[config.mk]
export PLATFORM = sky130hd
export DESIGN_NAME = ram_arbiter
export DESIGN_NICKNAME = d
export VERILOG_FILES = /design/src/rtl/ram_arbiter_pkg.sv /design/src/rtl/ram_arbiter.sv
export SDC_FILE = /design/constraint.sdc
export NUM_CORES = 1
export LEC_CHECK = 0
export ABC_CLOCK_PERIOD_IN_PS = 1900
export CORE_MARGIN = 1
export CORE_UTILIZATION = 40
export CTS_CLUSTER_DIAMETER = 50
export CTS_CLUSTER_SIZE = 8
export DETAILED_ROUTE_END_ITERATION = 6
export DONT_BUFFER_PORTS = 1
export GPL_TIMING_DRIVEN = 0
export PLACE_DENSITY = 0.59
export RECOVER_POWER = 50
export SYNTH_ARGS = -nofsm -noshare
export SYNTH_HDL_FRONTEND = slang
export SYNTH_SLANG_ARGS = --single-unit
export TNS_END_PERCENT = 100
[constraint.sdc]
create_clock -name clk_in -period 1.9 [get_ports clk_in]
set_input_delay 0.19 -clock clk_in [delete_from_list [all_inputs] [get_ports clk_in]]
set_output_delay 0.19 -clock clk_in [all_outputs]
set_load 0.01 [all_outputs]
[src/rtl/ram_arbiter_pkg.sv]
`default_nettype none
// +----------------------------------------------------------------------+
// | ram_arbiter_pkg: shared widths, access-width codes, arbiter states   |
// | Rev 1.0                                                              |
// +----------------------------------------------------------------------+
package ram_arbiter_pkg;

  localparam int unsigned AddressWidth = 32;
  localparam int unsigned IDWidth      = 32;

  localparam logic [2:0] WIDTH_BYTE = 3'd0;
  localparam logic [2:0] WIDTH_HALF = 3'd1;
  localparam logic [2:0] WIDTH_WORD = 3'd2;

  typedef enum logic [1:0] {
    ARB_IDLE  = 2'd0,
    ARB_IBUSY = 2'd1,
    ARB_DBUSY = 2'd2,
    ARB_IDROP = 2'd3
  } arb_state_t;

endpackage
`default_nettype wire

[src/rtl/ram_arbiter.sv]
`default_nettype none
// +----------------------------------------------------------------------+
// | ram_arbiter: shares the ramctrl port between fetch and data paths    |
// | Rev 1.0                                                              |
// +----------------------------------------------------------------------+
module ram_arbiter
  import ram_arbiter_pkg::*;
#(
  parameter int unsigned ADDR_W       = AddressWidth,
  parameter int unsigned DATA_W       = IDWidth,
  parameter int unsigned STARVE_LIMIT = 4
) (
  input  logic              clk_in,
  input  logic              rst_in,
  input  logic              rdy_in,
  input  logic              clear_in,
  input  logic              if_req_in,
  input  logic [ADDR_W-1:0] if_addr_in,
  output logic              if_done_out,
  output logic [DATA_W-1:0] if_data_out,
  input  logic              d_req_in,
  input  logic              d_rw_in,
  input  logic [2:0]        d_width_in,
  input  logic              d_sgn_in,
  input  logic [ADDR_W-1:0] d_addr_in,
  input  logic [DATA_W-1:0] d_wdata_in,
  output logic              d_done_out,
  output logic [DATA_W-1:0] d_rdata_out,
  output logic              ram_en_out,
  output logic              ram_rw_out,
  output logic              ram_sgn_out,
  output logic [2:0]        ram_width_out,
  output logic [ADDR_W-1:0] ram_addr_out,
  output logic [DATA_W-1:0] ram_wdata_out,
  input  logic              ram_rdy_in,
  input  logic [DATA_W-1:0] ram_rdata_in
);

  localparam logic [3:0] STARVE_MAX = 4'(STARVE_LIMIT);

  arb_state_t r_state;
  arb_state_t w_state_nxt;
  logic [3:0] r_starve_cnt;
  logic [3:0] w_starve_nxt;
  logic       w_grant_d;
  logic       w_grant_i;
  logic       w_if_fin;
  logic       w_d_fin;
  logic       w_ram_fin;
  logic       w_if_eligible;
  logic       w_pulse_pending;

  always_comb begin
    w_state_nxt     = r_state;
    w_starve_nxt    = r_starve_cnt;
    w_grant_d       = 1'b0;
    w_grant_i       = 1'b0;
    w_if_fin        = 1'b0;
    w_d_fin         = 1'b0;
    w_ram_fin       = 1'b0;
    w_if_eligible   = if_req_in & ~clear_in;
    // Requests seen during a done-pulse cycle are the old ones still held.
    w_pulse_pending = if_done_out | d_done_out;

    case (r_state)
      ARB_IDLE: begin
        if (!w_pulse_pending) begin
          if (d_req_in && !(w_if_eligible && (r_starve_cnt == STARVE_MAX))) begin
            w_grant_d   = 1'b1;
            w_state_nxt = ARB_DBUSY;
          end else if (w_if_eligible) begin
            w_grant_i   = 1'b1;
            w_state_nxt = ARB_IBUSY;
          end
        end
        if (w_grant_i || !if_req_in) begin
          w_starve_nxt = 4'd0;
        end else if (w_grant_d && (r_starve_cnt != STARVE_MAX)) begin
          w_starve_nxt = r_starve_cnt + 4'd1;
        end
      end
      ARB_IBUSY: begin
        if (clear_in) begin
          w_ram_fin   = ram_rdy_in;
          w_state_nxt = ram_rdy_in ? ARB_IDLE : ARB_IDROP;
        end else if (ram_rdy_in) begin
          w_ram_fin   = 1'b1;
          w_if_fin    = 1'b1;
          w_state_nxt = ARB_IDLE;
        end
      end
      ARB_DBUSY: begin
        if (ram_rdy_in) begin
          w_ram_fin   = 1'b1;
          w_d_fin     = 1'b1;
          w_state_nxt = ARB_IDLE;
        end
      end
      ARB_IDROP: begin
        if (ram_rdy_in) begin
          w_ram_fin   = 1'b1;
          w_state_nxt = ARB_IDLE;
        end
      end
      default: w_state_nxt = ARB_IDLE;
    endcase
  end

  always_ff @(posedge clk_in) begin
    if (!rst_in) begin
      r_state       <= ARB_IDLE;
      r_starve_cnt  <= 4'd0;
      if_done_out   <= 1'b0;
      if_data_out   <= '0;
      d_done_out    <= 1'b0;
      d_rdata_out   <= '0;
      ram_en_out    <= 1'b0;
      ram_rw_out    <= 1'b0;
      ram_sgn_out   <= 1'b0;
      ram_width_out <= 3'd0;
      ram_addr_out  <= '0;
      ram_wdata_out <= '0;
    end else if (rdy_in) begin
      r_state      <= w_state_nxt;
      r_starve_cnt <= w_starve_nxt;
      if_done_out  <= w_if_fin;
      d_done_out   <= w_d_fin;
      if (w_if_fin) begin
        if_data_out <= ram_rdata_in;
      end
      if (w_d_fin) begin
        d_rdata_out <= ram_rdata_in;
      end
      if (w_grant_d) begin
        ram_en_out    <= 1'b1;
        ram_rw_out    <= d_rw_in;
        ram_sgn_out   <= d_sgn_in;
        ram_width_out <= d_width_in;
        ram_addr_out  <= d_addr_in;
        ram_wdata_out <= d_wdata_in;
      end else if (w_grant_i) begin
        ram_en_out    <= 1'b1;
        ram_rw_out    <= 1'b0;
        ram_sgn_out   <= 1'b0;
        ram_width_out <= WIDTH_WORD;
        ram_addr_out  <= if_addr_in;
        ram_wdata_out <= '0;
      end else if (w_ram_fin) begin
        ram_en_out <= 1'b0;
      end
    end
  end

endmodule
`default_nettype wire

== After elaboration in Yosys (flattened, before gate mapping) ==
Index checks and enable logic that the tools add are counted.
Storage, ports and cells
  register bits after elaboration: 142
  output and inout bits: 136
Operators by class
  bitwise operators: 3
  add/sub/neg operators: 1
  reductions and logical operators: 17
  equality and inequality tests: 7
  muxes and demuxes: 36
Operator list (count)
  32-bit 2-to-1 mux: 4
  1-bit 2-to-1 mux: 20
  2-bit 2-to-1 mux: 6
  4-bit 2-to-1 mux: 2
  2-bit AND reduction: 4
  3-bit 2-to-1 mux: 2
  2-bit one-hot mux with 3 select lines: 1
  3-bit AND reduction: 2
  4-bit by 1-bit adder with 4-bit output (second input constant): 1
  2-bit == test (second input constant): 2
  4-bit by 3-bit == test with 1-bit output (second input constant): 1
  4-bit by 3-bit != test with 1-bit output (second input constant): 1
  2-bit nonzero test: 2
  1-bit logical AND: 3
  3-bit != test (second input constant): 1
  3-bit nonzero test: 1
  2-bit by 1-bit == test with 1-bit output (second input constant): 1
  1-bit zero test: 2
  2-bit zero test: 1
  2-bit != test (second input constant): 1
  1-bit one-hot mux with 2 select lines: 1
  2-bit OR reduction: 1
  1-bit AND: 1
  1-bit logical OR: 1
  other kinds (2): 2

== Logic depth before layout (Yosys ltp) ==
  word-level depth: 11
  depth in mapped cells: 7

== Worst setup path after synthesis ==
OpenSTA, ideal clock, no wires.
  path type: register to register
  start: register r_starve_cnt[0]
  end: register r_starve_cnt[3]
  clock period less this slack: 1.587 ns
  path slack: 0.313 ns
  cell stages (with the launch flop): 7
  arrival time: 1.465 ns
  data required time: 1.778 ns
  setup time: 0.122 ns
  cell sequence: dfxtp_1 > inv_1 > ha_1 > nand3b_1 > nand2_1 > a221o_1 > a221o_1
On the way
  longest elaborated chain between the ends: 10
RTL lines
  start, declared: line ram_arbiter.sv:43  | logic [3:0] r_starve_cnt;
  start signal, assigned: line ram_arbiter.sv:125  | r_starve_cnt <= w_starve_nxt;
  4-bit by 3-bit == test with 1-bit output: line ram_arbiter.sv:68  | if (d_req_in && !(w_if_eligible && (r_starve_cnt == STARVE_MAX))) begin
  1-bit logical AND: line ram_arbiter.sv:68
  1-bit zero test: line ram_arbiter.sv:68
  1-bit logical AND: line ram_arbiter.sv:68
  1-bit 2-to-1 mux: line ram_arbiter.sv:68
  1-bit 2-to-1 mux: line ram_arbiter.sv:67  | if (!w_pulse_pending) begin
  1-bit 2-to-1 mux: line ram_arbiter.sv:65  | case (r_state)
  1-bit logical OR or 1-bit logical AND (tied branches): line ram_arbiter.sv:76, ram_arbiter.sv:78
  2-bit nonzero test (no source line)
  3-bit AND reduction (no source line)
Several ways; a longest one is shown, not always the timed one. The select of a mux whose other input is x is not followed.
A chain may end at the register's enable or synchronous reset.

== Worst setup path after layout ==
  start: register r_starve_cnt[1]
  end: register ram_addr_out[0]
On the way
  longest elaborated chain between the ends: 10
RTL lines
  4-bit by 3-bit == test with 1-bit output (*): line ram_arbiter.sv:68
  1-bit logical AND (*): line ram_arbiter.sv:68
  1-bit zero test (*): line ram_arbiter.sv:68
  1-bit logical AND (*): line ram_arbiter.sv:68
  1-bit 2-to-1 mux: line ram_arbiter.sv:68
  1-bit 2-to-1 mux: line ram_arbiter.sv:67
  1-bit 2-to-1 mux (2 in series): line ram_arbiter.sv:65
  2-bit nonzero test (no source line)
  2-bit AND reduction (no source line)
  end signal, assigned: line ram_arbiter.sv:139  | ram_addr_out <= d_addr_in;
  end signal, assigned: line ram_arbiter.sv:146  | ram_addr_out <= if_addr_in;
  end, declared: line ram_arbiter.sv:33  | output logic [ADDR_W-1:0] ram_addr_out,
Every way passes the cells marked *; elsewhere a longest branch is shown, timed or not. The select of a mux whose other input is x is not followed.

==> impl_metrics.env <==
export IMPL_outcome="finished clean"
export IMPL_grt_overflow=0
export IMPL_syn_to_final_growth_pct=45.7
export IMPL_yosysSeqAreaShare_pct=52.3
export IMPL_finClkSkew_ns=0.0116
export IMPL_die_area_um2=14100
export IMPL_slowest_stage="dfxtp_2"
export IMPL_grt_pass1_wl_mm=25.2
export IMPL_powerDensity_nw_per_um2=965
export IMPL_path_class="reg2reg"
export IMPL_layout_commonest_cell="dfxtp_1"
export IMPL_crit_fanout=7
export IMPL_clock_sinks=142
export IMPL_syn_area_per_cell_um2=9.63
export IMPL_routedWlPerCell_um=18.1
export IMPL_syn_area_um2=5430
export IMPL_nFillCells=1073
export IMPL_crit_required_ns=2.19
export IMPL_p_sw_share_pct=23.6
export IMPL_dp_hpwl_mm=10.5
export IMPL_layout_drive_gt1_share_pct=13.2
export IMPL_rows=42
export IMPL_final_cell_mix="dfxtp_1, nand2_1, dlygate4sd3_1, a21boi_0, a22o_1"
export IMPL_placed_cells=740
export IMPL_synth_distinct_cells=41
export IMPL_clk_latency_ns=0.41
export IMPL_finalMaxSlewViolations=0
export IMPL_path_cells="inv_2 > ha_4 > nand3b_1 > buf_4 > o2111ai_4 > buf_12 > buf_12 > mux2i_2 > a21oi_2"
export IMPL_syn_nets=706
export IMPL_dieHeight_um=119
export IMPL_period_share_pct=96.2
export IMPL_core_area_um2=13200
export IMPL_postRouteAntennaNets=0
export IMPL_ios=276
export IMPL_layout_min_cycle_time_ns=1.83
export IMPL_crit_family="buffers and inverters"
export IMPL_worst_path_buf_inv=4
export IMPL_htree_num_levels=4
export IMPL_antenna_found_initial=0
export IMPL_dr_total_vias=4914
export IMPL_cp_slowest_stage_delay_ns=0.34
export IMPL_crit_path_start_kind="flop"
export IMPL_fin_nets=866
export IMPL_clkTransAtPathRegs_ns=0.06
export IMPL_clk_path_buf_depth=2
export IMPL_p_int_mw=5.84
export IMPL_antennaDiodeCount=0
export IMPL_tightest_slew_ns=0.526
export IMPL_routabilityCongestion=0.803
export IMPL_hold_path_class="in2reg"
export IMPL_setup_viol=0
export IMPL_hold_violations=0
export IMPL_start_util_pct=41.0
export IMPL_drc_errors=0
export IMPL_tritoncts="done"
export IMPL_routed_wl_mm=16.5
export IMPL_p_clk_share_pct=46.8
export IMPL_power_switching_mw=1.80
export IMPL_post_place_ws_ns=-0.104
export IMPL_synth_warnings=0
export IMPL_grt_start_max_net_pins=17
export IMPL_ir_drop_v=0.000540
export IMPL_crit_arrival_ns=2.12
export IMPL_p_comb_share_pct=10.5
export IMPL_viasPerCell=5.38
export IMPL_grt_pass1_vias=4925
export IMPL_maxSlewHeadroom_pct=64.8
export IMPL_drtIter0Drc=199
export IMPL_maxCapViolations=0
export IMPL_crit_top_cell="buf_12"
export IMPL_fin_ws_ns=0.0731
export IMPL_root_buffer="clkbuf_16"
export IMPL_leakage_nw=2.98
export IMPL_ys_seq_elements=142
export IMPL_endpoint_kind="flop"
export IMPL_fp_dieW_um=119
export IMPL_port_buffers=0
export IMPL_track_usage_pct=22.9
export IMPL_postSynthCellCount=564
export IMPL_cts_buffers_inserted=17
export IMPL_instances_no_fill=913
export IMPL_power_mw=7.64
export IMPL_finalSetupTns_ns=0
export IMPL_firstDrtPassIters=4
export IMPL_p_seq_share_pct=42.7
export IMPL_fmax_ghz=0.547
==> sequential cells by signal (all words and copies together), names as in the netlist <==
| signal | cells |
|---|---|
| d_rdata_out | 32 |
| if_data_out | 32 |
| ram_addr_out | 32 |
| ram_wdata_out | 32 |
| r_starve_cnt | 4 |
| ram_width_out | 3 |
| r_state | 2 |
| d_done_out | 1 |
| if_done_out | 1 |
| ram_en_out | 1 |
| ram_rw_out | 1 |
| ram_sgn_out | 1 |
==> what timing repair did <==
action,4_1_cts,5_1_grt
pin swaps,2,10
cloned,0,3
endpoints found under the hold margin,129,3
buffers inserted,1,6
hold buffers,125,6
endpoints found under the setup margin,30,72
gates resized for setup,2,39
==> stage by stage <==
step	cell area [um^2]	hold slack [ns]	util, %
after floorplan	5430	0.315	-
after CTS	7560	0.00563	57.1
after global routing	7910	0.0106	59.8
after detailed placement	5650	0.320	42.7
after global placement	5650	0.318	42.7
final	7910	0.00265	59.8
==> power groups by stage <==
stage	logic [mW]	registers (mW)	clock network (mW)
finish	0.803	3.26	3.57
CTS	0.669	3.26	3.63
floorplan	0.350	3.29	0
global route	0.862	3.27	3.76
global placement	0.422	3.32	0
detailed placement	0.440	3.32	0
==> path summary, 6_finish.rpt <==
path / slack (ns) / end / cells past startpoint / start
hold reg to reg: 0.50 / if_data_out[6] / 2 / if_data_out[6]
setup / recovery: 0.07 / ram_addr_out[0] / 9 / r_starve_cnt[1]
hold / removal: 0.003 / ram_addr_out[21] / 2 / d_addr_in[21]
setup reg to reg: 0.07 / ram_addr_out[0] / 9 / r_starve_cnt[1]
==> kinds of logic (layout without fill, tap and decap cells) <==
| group | Yosys count | in the layout | share of synthesized area, % |
|---|---|---|---|
| compound gates | 180 | 180 | 23.0 |
| fa+ha+maj | 2 | 2 | 0.461 |
| buf+inv | 45 | 218 | 4.72 |
| flops | 142 | 142 | 52.3 |
| mux | 33 | 33 | 6.10 |
| simple gates | 162 | 162 | 13.4 |
==> synth_stat cells <==
library cell | count | area share [%]
o22ai_1 | 1 | 0.12
a221o_1 | 2 | 0.37
a32o_1 | 1 | 0.18
nand3_1 | 2 | 0.18
mux2i_1 | 32 | 5.9
and2_1 | 2 | 0.23
o2111ai_2 | 1 | 0.28
a21boi_1 | 18 | 2.5
or4b_1 | 1 | 0.18
clkbuf_1 | 20 | 1.4
ha_1 | 2 | 0.46
nand2_2 | 1 | 0.12
nor3b_2 | 1 | 0.23
a22o_1 | 37 | 6.0
nor4b_2 | 1 | 0.28
nand4b_1 | 1 | 0.16
buf_4 | 1 | 0.14
buf_2 | 13 | 1.2
inv_1 | 2 | 0.14
mux2_2 | 1 | 0.21
a32oi_1 | 1 | 0.16
nor3b_4 | 1 | 0.35
o2111a_1 | 1 | 0.21
dfxtp_1 | 142 | 52
nand3b_1 | 1 | 0.14
nor4_1 | 1 | 0.12
nor2_2 | 1 | 0.12
a21oi_1 | 32 | 2.9
nor2b_1 | 3 | 0.35
and3_1 | 3 | 0.35
nand2_1 | 131 | 9.1
a21boi_0 | 48 | 6.6
nand4_4 | 1 | 0.39
nor2_1 | 4 | 0.28
o21ai_0 | 35 | 3.2
buf_6 | 9 | 1.9
nor3_1 | 1 | 0.092
o21a_1 | 2 | 0.28
a2111oi_0 | 1 | 0.16
nor2_4 | 1 | 0.21
nand2b_1 | 5 | 0.58
==> cell type report <==
| type | instances | area, um^2 | area share (%) |
|---|---|---|---|
| Clock buffer | 20 | 457 | 5.77 |
| Sequential cell | 142 | 2850 | 36.0 |
| Buffer | 43 | 274 | 3.46 |
| Tap cell | 176 | 220 | 2.78 |
| Timing Repair Buffer | 141 | 1460 | 18.5 |
| Clock inverter | 12 | 183 | 2.31 |
| Inverter | 2 | 7.51 | 0.0949 |
| Multi-Input combinational cell | 377 | 2460 | 31.1 |
==> worst reg2reg max path, cell delays in order (launching register included) <==
cell,delay (ns)
dfxtp_2,0.34
inv_2,0.07
ha_4,0.12
nand3b_1,0.14
buf_4,0.18
o2111ai_4,0.19
buf_12,0.18
buf_12,0.16
mux2i_2,0.27
a21oi_2,0.08
==> layer usage <==
metal	wire [um]	part of all wire [%]	up-vias	global-route usage [%]
li1	-	-	2291	-
met1	6370	39	2326	25.3
met2	8310	50	266	38.5
met3	1440	8.7	31	8.54
met4	405	2.5	0	11.5
met5	0	0	-	0
No activity file was read; power rests on OpenSTA's default activity.
